[src/rtl/bin2bcd_pkg.sv]
// bin2bcd_pkg: shared state encoding and BCD adjust constants for bin2bcd_seq
package bin2bcd_pkg;
  typedef enum logic [1:0] {IDLE, SHIFT, DONE} state_t;
  localparam int DIGIT_W = 4;
  localparam logic [3:0] BCD_ADJ_THRESH = 4'd5;
  localparam logic [3:0] BCD_ADJ_ADD = 4'd3;
endpackage

[src/rtl/bin2bcd_seq_digit_adj.sv]
// bcd_digit_adj: add 3 to one BCD digit when it is 5 or more, ahead of the doubling shift
module bcd_digit_adj
  import bin2bcd_pkg::*;
(
  input  logic [DIGIT_W-1:0] d,
  output logic [DIGIT_W-1:0] q
);
  assign q = (d >= BCD_ADJ_THRESH) ? d + BCD_ADJ_ADD : d;
endmodule

[src/rtl/bin2bcd_seq.sv]
// bin2bcd_seq: sequential shift-and-add-3 binary-to-BCD converter; BIN2BCD_BLANK_EN adds the leading-zero blank mask port
module bin2bcd_seq
  import bin2bcd_pkg::*;
#(
  parameter int BIN_W  = 16,
  parameter int DIGITS = 5
) (
  input  logic                      clk,
  input  logic                      rst,
  input  logic                      start,
  input  logic [BIN_W-1:0]          bin,
  output logic                      busy,
  output logic                      done,
  output logic [DIGIT_W*DIGITS-1:0] bcd,
  output logic                      ovf
`ifdef BIN2BCD_BLANK_EN
  ,
  output logic [DIGITS-1:0]         blank
`endif
);
  localparam int SW = DIGIT_W * DIGITS;
  localparam int CW = $clog2(BIN_W + 1);
  state_t state, state_n;
  logic [CW-1:0] cnt;
  logic [BIN_W-1:0] sr, sr_n;
  logic [SW-1:0] sc, adj, sc_n;
  logic ovf_acc, ovf_n, last;
  for (genvar i = 0; i < DIGITS; i++) begin : g_adj
    bcd_digit_adj u_adj (.d(sc[DIGIT_W*i +: DIGIT_W]), .q(adj[DIGIT_W*i +: DIGIT_W]));
  end
  assign {sc_n, sr_n} = {adj[SW-2:0], sr, 1'b0};
  assign ovf_n = ovf_acc | adj[SW-1];
  assign last = (state == SHIFT) && (cnt == CW'(1));
  assign busy = state != IDLE;
  assign done = state == DONE;
  always_comb begin
    state_n = state;
    state_n = state == IDLE  ? (start ? SHIFT : IDLE) :
              state == SHIFT ? (last ? DONE : SHIFT) : IDLE;
  end
  always_ff @(posedge clk) begin
    if (rst) state <= IDLE;
    else state <= state_n;
  end
`ifdef BIN2BCD_BLANK_EN
  logic [DIGITS-1:0] blank_n;
  // a digit is blanked only when it and every digit above it are zero; units never blank
  for (genvar i = 0; i < DIGITS; i++) begin : g_blank
    if (i == 0) begin : g_units
      assign blank_n[i] = 1'b0;
    end else begin : g_upper
      assign blank_n[i] = ~|sc_n[SW-1:DIGIT_W*i];
    end
  end
  always_ff @(posedge clk) begin
    if (rst) blank <= '0;
    else if (last) blank <= blank_n;
  end
`endif
  // results are captured on the final shift so they are already valid while done is high
  always_ff @(posedge clk) begin
    if (rst) begin
      cnt <= '0;
      sr <= '0;
      sc <= '0;
      ovf_acc <= 1'b0;
      bcd <= '0;
      ovf <= 1'b0;
    end else begin
      if (state == IDLE && start) begin
        sr <= bin;
        sc <= '0;
        ovf_acc <= 1'b0;
        cnt <= CW'(BIN_W);
      end else if (state == SHIFT) begin
        sr <= sr_n;
        sc <= sc_n;
        ovf_acc <= ovf_n;
        cnt <= cnt - CW'(1);
      end
      if (last) begin
        bcd <= sc_n;
        ovf <= ovf_n;
      end
    end
  end
endmodule

[config.mk]
export PLATFORM = sky130hd
export DESIGN_NAME = bin2bcd_seq
export DESIGN_NICKNAME = d
export VERILOG_FILES = /design/src/rtl/bin2bcd_pkg.sv /design/src/rtl/bin2bcd_seq_digit_adj.sv /design/src/rtl/bin2bcd_seq.sv
export SDC_FILE = /design/constraint.sdc
export NUM_CORES = 1
export LEC_CHECK = 0
export CORE_ASPECT_RATIO = 1.5
export CORE_MARGIN = 3
export CORE_UTILIZATION = 54
export DETAILED_ROUTE_END_ITERATION = 8
export GPL_TIMING_DRIVEN = 0
export PLACE_DENSITY = 0.79
export SLEW_MARGIN = 20
export SYNTH_ARGS = -nofsm -noshare
export SYNTH_HDL_FRONTEND = slang
export SYNTH_SLANG_ARGS = --single-unit
[constraint.sdc]
create_clock -name clk -period 2.25 [get_ports clk]
set_clock_uncertainty 0.2 [all_clocks]
set_input_delay 0.675 -clock clk [delete_from_list [all_inputs] [get_ports clk]]
set_output_delay 0.675 -clock clk [all_outputs]
set_load 0.005 [all_outputs]
# ---- Word level (Yosys, flattened, before mapping)
# Index checks and enable logic that the tools add are counted.
dict set report word_totals {
  latchBits 0
  word_cells 42
  inputBits 19
  ramBits 0
  register_bits 65
  mem_count 0
  mem_bits_ro 0
  output_inout_bits 23
}
dict set report classes {
  magnitude_cmp 5
  n_mux 13
  bitwise 1
  addsub 6
  n_div 0
  n_mul 0
  n_eq_ne 3
  shifts 0
  n_reduce_logical 6
}
# op count
set ops {}
lappend ops {{16-bit 2-to-1 mux} 2}
lappend ops {{4-bit by 2-bit adder with 4-bit output, second input constant} 5}
lappend ops {{4-bit by 3-bit greater-or-equal comparator with 1-bit output, second input constant} 5}
lappend ops {{4-bit 2-to-1 mux} 5}
lappend ops {{5-bit 2-to-1 mux} 2}
lappend ops {{2-bit 2-to-1 mux} 3}
lappend ops {{5-bit by 1-bit == test with 1-bit output, second input constant} 1}
lappend ops {{5-bit by 1-bit subtractor with 5-bit output, second input constant} 1}
lappend ops {{2-bit nonzero test} 2}
lappend ops {{2-bit by 1-bit == test with 1-bit output, second input constant} 1}
lappend ops {{2-bit == test, second input constant} 1}
lappend ops {{1-bit logical AND} 2}
lappend ops {{2-bit zero test} 1}
lappend ops {{2-bit OR reduction} 1}
lappend ops {{1-bit 2-to-1 mux} 1}
lappend ops {{1-bit OR} 1}

# ---- Longest topological paths before layout
dict set report depth {
  ltp_word 5
  ltp_mapped 7
  depth_no_buf 6
}

# ---- Hierarchy
# A second synthesis with hierarchy kept.
dict set report hier_totals {
  cells_unflattened 374
  hier_area_um2 3126.7
}
# module area_each_um2 n_inst cells_each seq_area_each_um2
set modules_own_cells {}
lappend modules_own_cells {bin2bcd_seq 2620.0 1 294 1301.2}
lappend modules_own_cells {bcd_digit_adj 101.3 5 16 0.0}

# ---- Least setup slack after synthesis
# No wires, ideal clock.
dict set report synth_timing {
  path_type {input to register}
  start {input port start}
  end {register ovf_acc}
  path_slack_ps 321
  path_buffers 2
  arrival_time_ps 1595
  cell_stages 5
  path_cell_list {nor3b_1 > or2_2 > clkbuf_1 > buf_2 > o22ai_1}
}
dict set report synth_between {
  elab_chain_len 2
}
# item line
set synth_lines {}
lappend synth_lines {{start: declaration} bin2bcd_seq.sv:10} ;# input logic start,
lappend synth_lines {{1-bit logical AND} bin2bcd_seq.sv:70} ;# if (state == IDLE && start) begin
lappend synth_lines {{2-bit OR reduction (no source line)} --}
lappend synth_lines {{end signal: assignment} bin2bcd_seq.sv:78} ;# ovf_acc <= ovf_n;
lappend synth_lines {{end: declaration} bin2bcd_seq.sv:27} ;# logic ovf_acc, ovf_n, last;
# Every way passes these cells.
# A chain may end at the register's enable or synchronous reset.

# ---- Final worst setup path
dict set report layout_timing {
  start {input port rst}
  end {register sc[9]}
}
dict set report layout_between {
  elab_chain_len 1
}
# item line
set layout_lines {}
lappend layout_lines {{start: declaration} bin2bcd_seq.sv:9} ;# input logic rst,
lappend layout_lines {{2-bit OR reduction (no source line)} --}
lappend layout_lines {{end signal: assignment} bin2bcd_seq.sv:77} ;# sc <= sc_n;
lappend layout_lines {{end: declaration} bin2bcd_seq.sv:26} ;# logic [SW-1:0] sc, adj, sc_n;
# Every way passes these cells.

==> summary.txt <==
Outcome
  • Outcome: finished, final reports clean

Floorplanning
  • Ports: 42
  • Die Height: 95.8 um
  • Initial Util: 0.562
  • Row count: 32
  • Die width: 65.9 um
  • Core area: 5160 um^2
  • Die area: 6310 um^2

Clock network
  • Post-CTS Hold Buffers: 0
  • Clock sink count: 65
  • TritonCTS clock tree: done
  • Clock buffer depth: 2
  • TritonCTS Buffers: 9
  • Clock-pin slew on the worst setup and hold paths: 0.07 ns
  • CTS root buf: clkbuf_8
  • # H-tree levels: 3
  • Clk_lat worst skew: 0.35 ns

Worst hold path
  • Worst hold-check path type: reg2reg
  • Hold Path Depth: 2

Critical path
  • Worst R2R Path Depth: 5
  • Worst Setup End Kind: flop
  • Worst setup path class: in2reg
  • WP data required: 2.32 ns
  • Crit-path max FO: 10
  • Setup crit start kind: input port
  • Crit path arrival time: 2.24 ns

Logic synthesis
  • Synthesized area: 2900 um^2
  • Syn. warnings: 0
  • Xor/xnor share of the synthesized area: 0.0241
  • Syn Inst Count: 326
  • Post-synth EDFFs: 0
  • Syn Area/Cell: 8.90 um^2
  • Area fraction in and, or, nand and nor cells after synthesis: 0.171
  • Compound-Gate Fraction of Synth Area: 0.231
  • Sequential-to-total area share from yosys stat: 0.448
  • Synthesized Nets: 357
  • Ys async rst share: 0
  • Seq cells post-synth: 65
  • Unique masters post-synth: 32
  • Ys flop type: dfxtp_1
  • Mux contribution to synthesized area: 0.0229
  • Synth Area in Adders: 0.0517
  • Largest family of logic cells by synthesized area: compound AO/OA/AOI/OAI gates

GRT
  • Initial antenna violation count: 0
  • GRT Overall Usage: 0.230
  • Final global-route overflow total: 0
  • Largest net degree at the start of global routing: 11
  • Vias in the first global route: 2412
  • Wire length of the first global-routing pass: 10.9 mm

Routing
  • Drt initial violations: 139
  • Post-DRT Antenna Nets: 0
  • Avg Vias per Cell: 5.53
  • Post-route DRC: 0
  • Routed WL per cell: 14.8 um
  • Post-Route WL: 6.65 mm
  • Iteration count of the initial detailed-routing pass: 4
  • Vias: 2488

Timing
  • RSZ-0062 raised after global routing: no
  • Final setup fails: 0
  • TNS Setup: 0 ns
  • Fmax: 462 MHz
  • PnR worst setup slack: 0.0853 ns
  • Slew HR: 0.579
  • Fin. max-slew vios: 0
  • Period utilisation layout: 0.962
  • Tightest Pin Transition: 0.632 ns
  • Crit path time final: 2.16 ns
  • Final Hold Fails: 0

Power
  • Pwr per Cell Area: 687 nW/um^2
  • Maximum vdd ir drop: 0.464 mV
  • Leak pwr: 1.23 nW

Final layout
  • Post-layout instance area: 3600 um^2
  • Register area: 1310 um^2
  • Non-filler cells, final: 450
  • ANT cells: 0
  • Multi-input logic area: 1460 um^2
  • Layout cells sized above 1: 0.118
  • Filler Cell Count: 418
  • Layout overhead on the synthesized area: 24.1%
  • Nets@finish: 408

Flow run
  • Max_cap viols: 0

Placed design
  • GP Congestion: 0.831
  • Post-DP Area: 3400 um^2
  • Dpl hpwl: 4.79 mm
  • Placed Cells: 435
  • DP Worst Slack: -0.631 ns
  • Port bufs: 41
==> synth_stat cells, drive strengths merged, types with 2 or more instances <==
library cell | number | area share
nor2b | 2 | 0.0043
o22ai | 16 | 0.054
buf | 12 | 0.022
dfxtp | 65 | 0.45
xnor2 | 7 | 0.021
o21ai | 19 | 0.033
inv | 14 | 0.018
clkbuf | 8 | 0.010
a21oi | 41 | 0.071
nor2 | 25 | 0.035
a22oi | 15 | 0.039
a311oi | 3 | 0.0091
nand3 | 10 | 0.017
ha | 12 | 0.052
or2 | 2 | 0.0043
nor3b | 10 | 0.026
nand2 | 27 | 0.035
a211oi | 10 | 0.026
mux2 | 5 | 0.019
nand2b | 16 | 0.034
==> registers in the layout, indices dropped and copies added (netlist names) <==
signal   flops
bcd         20
cnt          5
ovf          1
ovf_acc      1
sc          20
sr          16
state        2
==> where the power goes <==
| group | total [W] | switching (W) | leakage (nW) | internal [W] |
|---|---|---|---|---|
| Clock | 0.000970 | 0.000426 | 0.0909 | 0.000544 |
| Sequential | 0.00123 | 0.0000325 | 0.529 | 0.00119 |
| Combinational | 0.000278 | 0.000158 | 0.613 | 0.000120 |
| Total | 0.00247 | 0.000616 | 1.23 | 0.00186 |
==> per-stage QoR <==
stage          power, W  hold WS (ns)   util
6_report        0.00247         0.255  0.697
3_3_place_gp    0.00152         0.242  0.658
2_1_floorplan   0.00142         0.236      -
5_1_grt         0.00257         0.274  0.697
3_5_place_dp    0.00153         0.250  0.658
4_1_cts         0.00249         0.260  0.696
==> what timing repair did <==
item / in CTS / in global routing
cloned: 0 / 0
endpoints found under the setup margin: 24 / 11
setup buffers: 0 / 0
gates resized for setup: 7 / 3
==> critical path, cell delays in order <==
cell	delay (ns)
clkdlybuf4s50_1	0.53
nor2_2	0.45
nand2_1	0.14
clkbuf_2	0.24
o21ai_0	0.20
==> layout make-up <==
cell class,instances,area share
inverter,14,0.0146
timing repair buffer,41,0.114
buffer,19,0.0257
clock buffer,14,0.0424
clock inverter,2,0.0104
tap,68,0.0236
sequential,65,0.363
multi-input combinational,227,0.406
==> worst paths after layout <==
| kind | from | end | slack (ns) |
|---|---|---|---|
| setup reg to reg | state[1]$_SDFF_PP0_ | sc[6]$_SDFFE_PP0P_ | 0.24 |
| hold reg to reg | sr[6]$_SDFFE_PP0P_ | sr[6]$_SDFFE_PP0P_ | 0.25 |
| setup / recovery | rst | sc[9]$_SDFFE_PP0P_ | 0.09 |
| hold / removal | sr[6]$_SDFFE_PP0P_ | sr[6]$_SDFFE_PP0P_ | 0.25 |
==> placed cells by master (no fill, tap or decap), drive strengths merged, types with 12 or more instances in the layout <==
cell	synthesis	routed
a22oi	15	15
ha	12	12
o21ai	19	19
dfxtp	65	65
inv	14	14
a21oi	41	41
buf	12	12
nand2	27	27
clkdlybuf4s50	0	39
clkbuf	8	21
o22ai	16	16
nand2b	16	16
nor2	25	25
==> cell families after synthesis <==
group | Yosys count
compound gates | 104
simple gates | 97
flops | 65
buf+inv | 34
fa+ha+maj | 12
xor+xnor | 8
mux | 6
==> per-layer routing <==
metal / global-route usage / part of all wire
met1: 0.239 / 0.41
met3: 0.0666 / 0.045
met5: 0 / 0
met4: 0.106 / 0.028
met2: 0.418 / 0.52
(Power assumes the default switching activity.)
